===== src/rtl/median_pkg.sv =====
`default_nettype none
// ============================================================================
// Module  : median_pkg
// Brief   : Shared limits, sideband token and compare-exchange helper.
// Rev     : 1.0  initial release
// ============================================================================
package median_pkg;

   localparam int c_min_window_size = 3;
   localparam int c_max_window_size = 9;
   localparam int c_max_data_width  = 32;

   typedef logic [c_max_data_width-1:0] sample_t;

   typedef struct packed {
      logic last;
      logic bypass;
      logic valid;
   } token_t;

   // True when the pair is out of order; caller moves min low, max high.
   function automatic logic cmp_exch_swap(input sample_t lo_in, input sample_t hi_in);
      return lo_in > hi_in;
   endfunction

   function automatic int median_index(input int window_size);
      return window_size / 2;
   endfunction

endpackage
`default_nettype wire


===== src/rtl/median_filter_stream_if.sv =====
`default_nettype none
// ============================================================================
// Module  : median_filter_stream_if
// Brief   : Pixel in/out handshake bundle; MEDIAN_BYPASS_EN adds bypass.
// Rev     : 1.0  initial release
// ============================================================================
interface median_filter_stream_if #(
   parameter int DATA_WIDTH = 8,
   parameter int CHANNELS   = 3
);
   logic                           in_valid;
   logic                           in_ready;
   logic [CHANNELS*DATA_WIDTH-1:0] in_data;
   logic                           in_last;
`ifdef MEDIAN_BYPASS_EN
   logic                           bypass;
`endif
   logic                           out_valid;
   logic                           out_ready;
   logic [CHANNELS*DATA_WIDTH-1:0] out_data;
   logic                           out_last;

   modport master (
      output in_valid,
      output in_data,
      output in_last,
`ifdef MEDIAN_BYPASS_EN
      output bypass,
`endif
      input  in_ready,
      input  out_valid,
      input  out_data,
      input  out_last,
      output out_ready
   );

   modport slave (
      input  in_valid,
      input  in_data,
      input  in_last,
`ifdef MEDIAN_BYPASS_EN
      input  bypass,
`endif
      output in_ready,
      output out_valid,
      output out_data,
      output out_last,
      input  out_ready
   );
endinterface
`default_nettype wire


===== src/rtl/median_sort_net.sv =====
`default_nettype none
// ============================================================================
// Module  : median_sort_net
// Brief   : Pipelined odd-even transposition sort of one channel's window.
// Rev     : 1.0  initial release
// ============================================================================
module median_sort_net
   import median_pkg::*;
#(
   parameter int WINDOW_SIZE = 3,
   parameter int DATA_WIDTH  = 8
) (
   input  logic                                  clk,
   input  logic                                  en_i,
   input  logic [WINDOW_SIZE-1:0][DATA_WIDTH-1:0] win_i,
   output logic [DATA_WIDTH-1:0]                 median_o
);
   localparam int c_mid = median_index(WINDOW_SIZE);

   typedef logic [WINDOW_SIZE-1:0][DATA_WIDTH-1:0] vec_t;

   function automatic vec_t cx_layer(input vec_t v, input int first);
      vec_t r;
      r = v;
      for (int i = first; i + 1 < WINDOW_SIZE; i += 2) begin
         if (cmp_exch_swap(sample_t'(v[i]), sample_t'(v[i+1]))) begin
            r[i]   = v[i+1];
            r[i+1] = v[i];
         end
      end
      return r;
   endfunction

   vec_t stage_q [WINDOW_SIZE];
   vec_t stage_d [WINDOW_SIZE];

   // Stage s pairs from index s%2: even layers first, then odd, alternating.
   always_comb begin
      stage_d[0] = cx_layer(win_i, 0);
      for (int s = 1; s < WINDOW_SIZE; s++) begin
         stage_d[s] = cx_layer(stage_q[s-1], s % 2);
      end
   end

   always_ff @(posedge clk) begin
      if (en_i) begin
         for (int s = 0; s < WINDOW_SIZE; s++) begin
            stage_q[s] <= stage_d[s];
         end
      end
   end

   assign median_o = stage_q[WINDOW_SIZE-1][c_mid];

endmodule
`default_nettype wire


===== src/rtl/median_filter_stream.sv =====
`default_nettype none
// ============================================================================
// Module  : median_filter_stream
// Brief   : Streaming multi-channel sliding-window median; MEDIAN_BYPASS_EN
//           selects the centre tap per token instead of the median.
// Rev     : 1.0  initial release
// ============================================================================
module median_filter_stream
   import median_pkg::*;
#(
   parameter int WINDOW_SIZE = 3,
   parameter int DATA_WIDTH  = 8,
   parameter int CHANNELS    = 3
) (
   input  logic                  clk,
   input  logic                  rst,
   median_filter_stream_if.slave strm
);
   localparam int                 c_mid   = median_index(WINDOW_SIZE);
   localparam int                 c_cnt_w = $clog2(WINDOW_SIZE + 1);
   localparam logic [c_cnt_w-1:0] c_full  = c_cnt_w'(WINDOW_SIZE);

   typedef logic [CHANNELS-1:0][DATA_WIDTH-1:0] pixel_t;

   logic               advance;
   logic               accept;
   logic               issue;
   logic [c_cnt_w-1:0] fill_q;
   logic [c_cnt_w-1:0] fill_d;
   logic [c_cnt_w-1:0] fill_inc;
   token_t             tok_in;
   token_t             tok_q [WINDOW_SIZE];
   pixel_t             median;
   pixel_t             out_sel;
   logic               out_valid_q;
   logic               out_last_q;
   pixel_t             out_data_q;

   assign advance       = !(out_valid_q && !strm.out_ready);
   assign strm.in_ready = advance && !rst;
   assign accept        = strm.in_valid && strm.in_ready;

   always_comb begin
      fill_inc = (fill_q == c_full) ? fill_q : fill_q + c_cnt_w'(1);
      issue    = accept && (fill_inc == c_full);
      fill_d   = fill_q;
      if (accept) begin
         fill_d = strm.in_last ? '0 : fill_inc;
      end
   end

   always_comb begin
      tok_in       = '0;
      tok_in.valid = issue;
      tok_in.last  = strm.in_last;
`ifdef MEDIAN_BYPASS_EN
      tok_in.bypass = strm.bypass;
`endif
   end

   always_ff @(posedge clk) begin
      if (rst) begin
         fill_q <= '0;
         for (int i = 0; i < WINDOW_SIZE; i++) begin
            tok_q[i] <= '0;
         end
      end else begin
         fill_q <= fill_d;
         if (advance) begin
            tok_q[0] <= tok_in;
            for (int i = 1; i < WINDOW_SIZE; i++) begin
               tok_q[i] <= tok_q[i-1];
            end
         end
      end
   end

`ifdef MEDIAN_BYPASS_EN
   pixel_t centre;
   pixel_t ctr_q [WINDOW_SIZE];
`endif

   generate
      for (genvar c = 0; c < CHANNELS; c++) begin : g_ch
         logic [DATA_WIDTH-1:0]                  sample;
         logic [WINDOW_SIZE-2:0][DATA_WIDTH-1:0] hist_q;
         logic [WINDOW_SIZE-1:0][DATA_WIDTH-1:0] win;

         // win[0] is the sample being accepted; the oldest tap falls off the top.
         assign sample = strm.in_data[c*DATA_WIDTH +: DATA_WIDTH];
         assign win    = {hist_q, sample};

         always_ff @(posedge clk) begin
            if (rst) begin
               hist_q <= '0;
            end else if (accept) begin
               hist_q <= win[WINDOW_SIZE-2:0];
            end
         end

         median_sort_net #(
            .WINDOW_SIZE (WINDOW_SIZE),
            .DATA_WIDTH  (DATA_WIDTH)
         ) u_sort (
            .clk      (clk),
            .en_i     (advance),
            .win_i    (win),
            .median_o (median[c])
         );

`ifdef MEDIAN_BYPASS_EN
         assign centre[c] = win[c_mid];
`endif
      end
   endgenerate

`ifdef MEDIAN_BYPASS_EN
   // Centre tap rides alongside the sort network so both paths align.
   always_ff @(posedge clk) begin
      if (advance) begin
         ctr_q[0] <= centre;
         for (int i = 1; i < WINDOW_SIZE; i++) begin
            ctr_q[i] <= ctr_q[i-1];
         end
      end
   end

   assign out_sel = tok_q[WINDOW_SIZE-1].bypass ? ctr_q[WINDOW_SIZE-1] : median;
`else
   assign out_sel = median;
`endif

   always_ff @(posedge clk) begin
      if (rst) begin
         out_valid_q <= 1'b0;
         out_last_q  <= 1'b0;
         out_data_q  <= '0;
      end else if (advance) begin
         out_valid_q <= tok_q[WINDOW_SIZE-1].valid;
         out_last_q  <= tok_q[WINDOW_SIZE-1].valid && tok_q[WINDOW_SIZE-1].last;
         if (tok_q[WINDOW_SIZE-1].valid) begin
            out_data_q <= out_sel;
         end
      end
   end

   assign strm.out_valid = out_valid_q;
   assign strm.out_last  = out_last_q;
   assign strm.out_data  = out_data_q;

endmodule
`default_nettype wire


===== src/flat_wrapper.sv =====
// flat-port wrapper written by rule: the top's interface ports become plain ports
module median_filter_stream_flat import median_pkg::*;
#(
   parameter int WINDOW_SIZE = 3,
   parameter int DATA_WIDTH  = 8,
   parameter int CHANNELS    = 3
)
  (clk, rst, strm_in_valid, strm_in_data, strm_in_last, strm_in_ready, strm_out_valid, strm_out_data, strm_out_last, strm_out_ready);
  median_filter_stream_if #(.DATA_WIDTH(DATA_WIDTH), .CHANNELS(CHANNELS)) strm_i ();
  input  logic clk;
  input  logic rst;
  input wire logic [$bits(strm_i.in_valid)-1:0] strm_in_valid;
  input wire logic [$bits(strm_i.in_data)-1:0] strm_in_data;
  input wire logic [$bits(strm_i.in_last)-1:0] strm_in_last;
  output wire logic [$bits(strm_i.in_ready)-1:0] strm_in_ready;
  output wire logic [$bits(strm_i.out_valid)-1:0] strm_out_valid;
  output wire logic [$bits(strm_i.out_data)-1:0] strm_out_data;
  output wire logic [$bits(strm_i.out_last)-1:0] strm_out_last;
  input wire logic [$bits(strm_i.out_ready)-1:0] strm_out_ready;
  assign strm_i.in_valid = strm_in_valid;
  assign strm_i.in_data = strm_in_data;
  assign strm_i.in_last = strm_in_last;
  assign strm_in_ready = strm_i.in_ready;
  assign strm_out_valid = strm_i.out_valid;
  assign strm_out_data = strm_i.out_data;
  assign strm_out_last = strm_i.out_last;
  assign strm_i.out_ready = strm_out_ready;
  median_filter_stream #(.WINDOW_SIZE(WINDOW_SIZE), .DATA_WIDTH(DATA_WIDTH), .CHANNELS(CHANNELS)) u_core (.clk(clk), .rst(rst), .strm(strm_i));
endmodule

===== config.mk =====
export PLATFORM = sky130hd
export DESIGN_NAME = median_filter_stream_flat
export DESIGN_NICKNAME = d
export VERILOG_FILES = /design/src/rtl/median_pkg.sv /design/src/rtl/median_filter_stream_if.sv /design/src/rtl/median_sort_net.sv /design/src/rtl/median_filter_stream.sv /design/src/flat_wrapper.sv
export SDC_FILE = /design/constraint.sdc
export NUM_CORES = 1
export LEC_CHECK = 0
export CORE_ASPECT_RATIO = 0.9
export CORE_UTILIZATION = 38
export CTS_CLUSTER_DIAMETER = 120
export CTS_CLUSTER_SIZE = 14
export DETAILED_ROUTE_END_ITERATION = 10
export PLACE_DENSITY_LB_ADDON = 0.1
export REMOVE_ABC_BUFFERS = 1
export SETUP_SLACK_MARGIN = 0.02
export SLEW_MARGIN = 5
export SYNTH_ARGS = -nofsm -noshare
export SYNTH_HDL_FRONTEND = slang
export SYNTH_SLANG_ARGS = --single-unit
export TNS_END_PERCENT = 1

===== constraint.sdc =====
create_clock -name clk -period 11.4 [get_ports clk]
set_input_delay 2.85 -clock clk [delete_from_list [all_inputs] [get_ports clk]]
set_output_delay 2.85 -clock clk [all_outputs]
set_load 0.01 [all_outputs]

==> impl_metrics.ini, run 1 <==
[clock_network]
clkSlewWorstSetupHoldPaths_ns = 0.07
clock_sinks = 226
root_buffer = clkbuf_16
insertion_delay_ns = 0.49
hold_buffers = 0
cts.htree.levels = 1
clock_path_buffers = 3
cts_made_buffers = 20
tritoncts = yes
cts_resized = 0
post_cts_buffers = 0

[synthesis]
synth.avg_cell_area_um2 = 12.4
synthAdderAreaFrac = 0.0857
synthTopCellsByArea = edfxtp_1 43%, dfxtp_1 14%, ha_1 8.6%
netlist_area_um2 = 10500
yosys.area_share.simple = 0.0910
synth_seq_area_share = 0.573
ys_ff_latch = 226
muxShareOfSynthArea = 0.100
synth.distinct_cells = 42
synth_cells = 849
synth_area_leader_cell = edfxtp_1
synth-compound-area-share = 0.106
synth_top_family_by_area = compound AO/OA/AOI/OAI gates
synth_top_cell_area_share = 0.429
synth-xor-area-share = 0
yosys_warnings = 0

[grt]
antenna_found_initial = 0
use_met2 = 0.226
grt_start_max_net_pins = 100
use_met3 = 0.0217
grt-ovfl-total = 0
grt_pass1_wl_mm = 30.6
grt_use_total = 0.134
use_met1 = 0.181
busiest_layer = met2
grt_pass1_vias = 5976

[worst_setup_path]
r2r_slack_ns = 8.05
endpoint_kind = output port
cpMaxStageDelayCell = clkdlybuf4s50_1
crit_path_frequent_cell = clkdlybuf4s50_1
path_max_fanout = 8
crit_end = strm_in_ready
path_cells = clkdlybuf4s50_1 -> nor2b_2 -> nor2_4 -> clkdlybuf4s50_1
reg2regPathDepth = 6
start_kind = input port
worstSetupPathType = in -> out
cp-startpoint = strm_out_ready
r2r-end = u_core.strm.out_data[8]
max_stage_delay_ns = 0.49
cp_data_required_time_ns = 8.55
r2r-start = u_core.strm.out_valid
cp_data_arrival_time_ns = 4.20

[sta]
tns_ns = 0
max_slew_margin = 0.271
layout_worst_path_cycle_share = 0.618
grt_setup_unrepaired = no
timing.fmax_mhz = 142
fin_crit_ns = 7.05
finalSetupViolCount = 0
slew_violations = 0
finClkSkew_ns = 0.0137
finalHoldViolations = 0
worst_pin_slew_ns = 1.09

[power]
pwr-share-comb = 0.196
p_clk_frac = 0.302
internal-power_w = 0.00156
power.switching_w = 0.000543
ir_worst_vdd_v = 0.0000803
p_leak_nw = 4.56
powerDensity_nw_per_um2 = 176
power_switching_share = 0.258
seqPwrFrac = 0.502

[route]
dr.pass1.iters = 5
wl_per_cell_um = 14.7
drcViolationCount = 0
viasPerCell = 4.85
vias = 6133
wl_mm = 18.6
drtIter0Drc = 333
ant_nets = 0

[floorplanning]
start_util = 0.388
core.rowCount = 57
die_width_um = 177
io-pin-count = 56
core-area_um2 = 27100
die_area_um2 = 28300
fp.dieH_um = 160

[layout]
layout_commonest_cell = edfxtp_1
drive_above_1_share = 0.151
synthToLayoutAreaGrowth_pct = 13.6
antenna_cells = 0
finalCoreUtilization = 0.441
fillers = 2541
final_cell_mix = 150 x edfxtp_1, 108 x nand2_1, 76 x dfxtp_1, 74 x inv_1, 72 x ha_1
final_nets = 998

[worst_hold_path]
min_path_cells = 0
hold_class = reg -> reg

[place]
hpwl_mm = 12.0
gp_congestion = 0.710
portBuffers = 55

[status]
status = finished, final reports clean

[job]
cap_violations = 0
worst min-delay path by stage:
| stage | from | end | slack (ns) |
|---|---|---|---|
| after global placement | u_core.g_ch[2].u_sort.stage_q[0][6] | u_core.g_ch[2].u_sort.stage_q[1][6] | 0.40 |
| final | u_core.g_ch[0].u_sort.stage_q[0][7] | u_core.g_ch[0].u_sort.stage_q[1][7] | 0.42 |
| after global routing | u_core.g_ch[2].u_sort.stage_q[0][0] | u_core.g_ch[2].u_sort.stage_q[1][0] | 0.43 |
| after CTS | u_core.g_ch[1].u_sort.stage_q[0][7] | u_core.g_ch[1].u_sort.stage_q[1][7] | 0.42 |
| after detailed placement | u_core.g_ch[1].u_sort.stage_q[0][7] | u_core.g_ch[1].u_sort.stage_q[1][7] | 0.40 |
| after floorplan | u_core.g_ch[0].u_sort.stage_q[0][0] | u_core.g_ch[0].u_sort.stage_q[1][0] | 0.40 |
layout make-up:
class | instances | area (um^2) | share of cell area
tap | 354 | 443 | 0.0371
sequential | 226 | 6030 | 0.505
multi-input combinational | 516 | 4030 | 0.337
clock buffer | 34 | 574 | 0.0481
clock inverter | 1 | 16.3 | 0.00136
timing repair buffer | 58 | 568 | 0.0476
inverter | 75 | 287 | 0.0240
critical path, delay by kind of cell:
| kind | cells | cell delay [ns] |
|---|---|---|
| buf+inv | 2 | 0.90 |
| simple gates | 2 | 0.43 |
per-stage QoR:
step	instance area (um^2)	hold WS [ns]	instances	setup slack [ns]	total power (W)
6_report	11900	0.420	1264	4.35	0.00211
5_1_grt	11900	0.426	1264	4.27	0.00223
4_1_cts	11900	0.420	1264	4.34	0.00214
3_5_place_dp	11300	0.405	1229	4.34	0.00149
3_3_place_gp	11300	0.402	1229	4.36	0.00149
2_1_floorplan	10300	0.400	817	3.93	0.00138
power by group through the flow:
stage | sequential (W) | clock (W) | combinational, W
final | 0.00106 | 0.000635 | 0.000413
after CTS | 0.00106 | 0.000661 | 0.000419
after global placement | 0.00108 | 0 | 0.000414
after global routing | 0.00107 | 0.000689 | 0.000467
after detailed placement | 0.00108 | 0 | 0.000415
after floorplan | 0.00106 | 0 | 0.000324
sequential cells by signal, indices dropped and copies added (netlist names):
signal and count:
u_core.fill_q 2, u_core.strm.out_valid 1, u_core.g_ch.u_sort.stage_q 144, u_core.strm.out_data 24, u_core.g_ch.hist_q 48, u_core.tok_q 6
u_core.strm.out_last 1
synth_stat cells, drive strengths merged:
cell / number
buf: 16
a21oi: 52
ha: 72
nand2: 108
clkbuf: 16
or2: 1
o221a: 2
a22o: 8
dfxtp: 76
a211oi: 8
o211ai: 8
a221oi: 8
and4: 3
inv: 75
nand2b: 28
nand3: 1
and2: 7
a21o: 1
o21ai: 39
mux2: 86
and3: 1
o32ai: 5
nand4: 15
nor2b: 9
edfxtp: 150
nor2: 28
nand3b: 1
a21boi: 1
o31ai: 21
o22ai: 2
mux2i: 1
routing by layer:
metal | vias to the layer above | routed length, um
li1 | 3160 | -
met1 | 2885 | 8890
met2 | 71 | 8620
met3 | 17 | 766
met4 | 0 | 306
met5 | - | 0
kinds of logic after synthesis:
family	Yosys count
simple gates	202
compound gates	155
fa+ha+maj	72
buf+inv	107
flops	226
mux	87
No activity file was read; power rests on OpenSTA's default activity.
==> run 2, diff against run 1 <==
==> constraint.sdc (replaced) <==
create_clock -name clk -period 5.7 [get_ports clk]
set_input_delay 1.425 -clock clk [delete_from_list [all_inputs] [get_ports clk]]
set_output_delay 1.425 -clock clk [all_outputs]
set_load 0.01 [all_outputs]
==> impl_metrics.ini, run 2 (synthesized netlist as in run 1, its figures left out) <==
[status]
status = finished, final reports clean

[clock_network]
clkSlewWorstSetupHoldPaths_ns = 0.07
cts_resized = 0
post_cts_buffers = 0
clock_path_buffers = 3
tritoncts = yes
root_buffer = clkbuf_16
cts_made_buffers = 20
cts.htree.levels = 1
clock_sinks = 226
insertion_delay_ns = 0.50
hold_buffers = 0

[sta]
layout_worst_path_cycle_share = 0.736
finalHoldViolations = 0
timing.fmax_mhz = 238
finClkSkew_ns = 0.0184
finalSetupViolCount = 0
tns_ns = 0
grt_setup_unrepaired = no
fin_ws_ns = 1.51
worst_pin_slew_ns = 1.06
fin_crit_ns = 4.19
max_slew_margin = 0.290
slew_violations = 0

[layout]
finalCoreUtilization = 0.440
regMostFlops = u_core.g_ch.u_sort.stage_q
largest_reg_flops = 144
final_cell_area_um2 = 11900
fillers = 2545
layout_commonest_cell = edfxtp_1
multiInputGateArea_um2 = 4030
synthToLayoutAreaGrowth_pct = 13.6
drive_above_1_share = 0.149
regArea_um2 = 6030
final_nets = 997
antenna_cells = 0
final_cell_mix = 150 x edfxtp_1, 108 x nand2_1, 76 x dfxtp_1, 74 x inv_1, 72 x ha_1

[worst_setup_path]
start_kind = input port
endpoint_kind = output port
path_max_fanout = 8
cp_data_arrival_time_ns = 2.77
worstSetupPathType = in -> out
cp_data_required_time_ns = 4.28
reg2regPathDepth = 6

[place]
hpwl_mm = 12.0
portBuffers = 55
gp_congestion = 0.731
pre_cts_ws_ns = 1.51
placed_area_um2 = 11300

[worst_hold_path]
min_path_cells = 0
hold_class = reg -> reg

[floorplanning]
start_util = 0.388
fp.dieH_um = 160
die_width_um = 177
io-pin-count = 56
core-area_um2 = 27100
core.rowCount = 57
die_area_um2 = 28300

[route]
highest_layer = met4
drtIter0Drc = 271
vias = 6097
dr_wl_met2_mm = 8.48
dr.pass1.iters = 4
wl_met1_mm = 9.09
ant_nets = 0
drcViolationCount = 0
wl_per_cell_um = 14.7
wl_met3_um = 565
viasPerCell = 4.82
wl_mm = 18.6

[power]
p_leak_nw = 4.55
powerDensity_nw_per_um2 = 353
ir_worst_vdd_v = 0.000172
total_power_w = 0.00421

[grt]
antenna_found_initial = 1
grt_pass1_vias = 6020
grt_use_total = 0.136
grt-ovfl-total = 0
grt_pass1_wl_mm = 31.0
grt_start_max_net_pins = 100

[job]
cap_violations = 0
==> run 2: cell count changes in the layout (fill, tap and decap cells not counted) <==
cell and delta:
clkbuf_1 +1, buf_4 -1
==> run 2: final cells by class <==
cell class,instances,share of cell area
clock buffer,35,0.0484
sequential,226,0.505
clock inverter,1,0.00136
multi-input combinational,516,0.337
tap,354,0.0371
inverter,75,0.0240
timing repair buffer,57,0.0470
==> run 2: worst paths after layout <==
kind                            slack, ns                                 from                             endpoint
worst max-delay path                 1.51                       strm_out_ready                        strm_in_ready
worst min-delay path                 0.40  u_core.g_ch[0].u_sort.stage_q[0][0]  u_core.g_ch[0].u_sort.stage_q[1][0]
worst max register to register       3.07             u_core.g_ch[2].hist_q[5]  u_core.g_ch[2].u_sort.stage_q[0][3]
worst min register to register       0.40  u_core.g_ch[0].u_sort.stage_q[0][0]  u_core.g_ch[0].u_sort.stage_q[1][0]
==> run 2: report_power, final <==
| part | leakage [nW] | switching (W) | total, W | internal [W] |
|---|---|---|---|---|
| clock network | 0.282 | 0.000588 | 0.00128 | 0.000692 |
| logic | 1.92 | 0.000406 | 0.000824 | 0.000418 |
| registers | 2.35 | 0.0000913 | 0.00211 | 0.00202 |
==> run 2: stage by stage <==
step                      instances  hold slack, ns
after global placement         1228           0.404
after global routing           1264           0.419
after detailed placement       1228           0.405
after CTS                      1264           0.395
final                          1264           0.397
after floorplan                 817           0.400
==> run 2: routing by layer <==
| metal | track usage | vias to the layer above |
|---|---|---|
| met2 | 0.223 | 76 |
| met5 | 0 | - |
| met1 | 0.185 | 2844 |
| met3 | 0.0221 | 26 |
| li1 | - | 3151 |
| met4 | 0.0392 | 0 |
==> run 2: worst max-delay path, stage by stage <==
cell and delay (ns):
clkdlybuf4s50_1 0.41, nor2b_2 0.35, nor2_4 0.09, clkdlybuf4s50_1 0.49
==> run 3, diff against run 2 <==
==> constraint.sdc (replaced) <==
create_clock -name clk -period 3.44 [get_ports clk]
set_input_delay 0.86 -clock clk [delete_from_list [all_inputs] [get_ports clk]]
set_output_delay 0.86 -clock clk [all_outputs]
set_load 0.01 [all_outputs]
==> impl_metrics.ini, run 3 (synthesized netlist as in run 1, its figures left out) <==
[route]
drtIter0Drc = 308
viasPerCell = 4.80
ant_nets = 0
drcViolationCount = 0
dr.pass1.iters = 4
vias = 6118
wl_per_cell_um = 14.7
wl_mm = 18.7

[clock_network]
cts.htree.levels = 1
clock_sinks = 226
cts_resized = 0
clock_path_buffers = 3
tritoncts = yes
clkSlewWorstSetupHoldPaths_ns = 0.07
hold_buffers = 0
root_buffer = clkbuf_16
insertion_delay_ns = 0.50
cts_made_buffers = 20
post_cts_buffers = 0

[floorplanning]
core.rowCount = 57
io-pin-count = 56
die_width_um = 177
core-area_um2 = 27100
fp.dieH_um = 160
die_area_um2 = 28300
start_util = 0.388

[worst_setup_path]
path_max_fanout = 8
r2r-start = u_core.g_ch[2].u_sort.stage_q[1][1]
endpoint_kind = output port
cp_data_arrival_time_ns = 2.14
r2r-end = u_core.g_ch[2].u_sort.stage_q[2][15]
reg2regPathDepth = 6
cp_data_required_time_ns = 2.58
r2r_slack_ns = 1.16
worstSetupPathType = in -> out
start_kind = input port

[sta]
finClkSkew_ns = 0.0152
fin_crit_ns = 3.00
worst_pin_slew_ns = 0.578
whs_ns = 0.419
timing.fmax_mhz = 333
slew_violations = 0
fin_ws_ns = 0.439
finalSetupViolCount = 0
layout_worst_path_cycle_share = 0.873
max_slew_margin = 0.614
finalHoldViolations = 0
grt_setup_unrepaired = no
tns_ns = 0

[grt]
grt_use_total = 0.137
grt_pass1_wl_mm = 31.3
antenna_found_initial = 0
grt-ovfl-total = 0
grt_pass1_vias = 6085
grt_start_max_net_pins = 100

[layout]
layout_commonest_cell = edfxtp_1
antenna_cells = 0
final_nets = 1008
finalCoreUtilization = 0.446
finalNonFillerCells = 1274
final_cell_mix = 150 x edfxtp_1, 108 x nand2_1, 76 x dfxtp_1, 74 x inv_1, 72 x ha_1
drive_above_1_share = 0.160
regMostFlops = u_core.g_ch.u_sort.stage_q
largest_reg_flops = 144
synthToLayoutAreaGrowth_pct = 14.9

[worst_hold_path]
hold_class = reg -> reg
min_path_cells = 0
holdPathEnd = u_core.g_ch[1].u_sort.stage_q[1][7]
min_from = u_core.g_ch[1].u_sort.stage_q[0][7]

[status]
status = finished, final reports clean

[place]
pre_cts_ws_ns = 0.318
gp_congestion = 0.743
portBuffers = 55
dp.cells = 1239
hpwl_mm = 12.4

[power]
p_leak_nw = 4.63
powerDensity_nw_per_um2 = 579
ir_worst_vdd_v = 0.000327

[job]
cap_violations = 0
run 3: area by class of cell:
cell class | instances | area [um^2]
fillers | 2556 | 15000
flip-flops and latches | 226 | 6030
multi-input cells | 516 | 4030
repair buffers | 68 | 706
clock buffers | 34 | 574
well taps | 354 | 443
inverters | 75 | 287
clock inverters | 1 | 16.3
run 3: how the worst max path moves through the flow:
stage	start	end	slack [ns]	cells past startpoint
2_1_floorplan	strm_out_ready	u_core.strm.out_data[0]	-2.04	5
3_3_place_gp	strm_in_data[19]	u_core.g_ch[2].u_sort.stage_q[0][0]	0.35	7
3_5_place_dp	strm_in_data[17]	u_core.g_ch[2].u_sort.stage_q[0][15]	0.32	8
4_1_cts	strm_out_ready	strm_in_ready	0.43	4
5_1_grt	strm_out_ready	strm_in_ready	0.38	4
6_report	strm_out_ready	strm_in_ready	0.44	4
run 3: worst max-delay path, stage by stage:
cell and delay (ns):
clkdlybuf4s50_1 0.47, nor2b_2 0.06, nor2_4 0.17, clkdlybuf4s50_1 0.58
run 3: through the flow:
| stage | power (W) | instance area [um^2] |
|---|---|---|
| final | 0.00699 | 12100 |
| after global placement | 0.00495 | 11500 |
| after global routing | 0.00739 | 12100 |
| after floorplan | 0.00458 | 10300 |
| after detailed placement | 0.00496 | 11500 |
| after CTS | 0.00709 | 12100 |
run 3: routing by layer:
metal	vias to the layer above	global-route usage	share of wire
met5	-	0	0
met4	0	0.0303	0.017
met3	23	0.0236	0.032
met2	78	0.227	0.46
met1	2827	0.187	0.49
li1	3190	-	-
run 3: where the power goes:
part	total, W	switching, W	internal, W
combinational	0.00138	0.000676	0.000708
sequential	0.00350	0.000157	0.00335
clock	0.00210	0.000958	0.00114
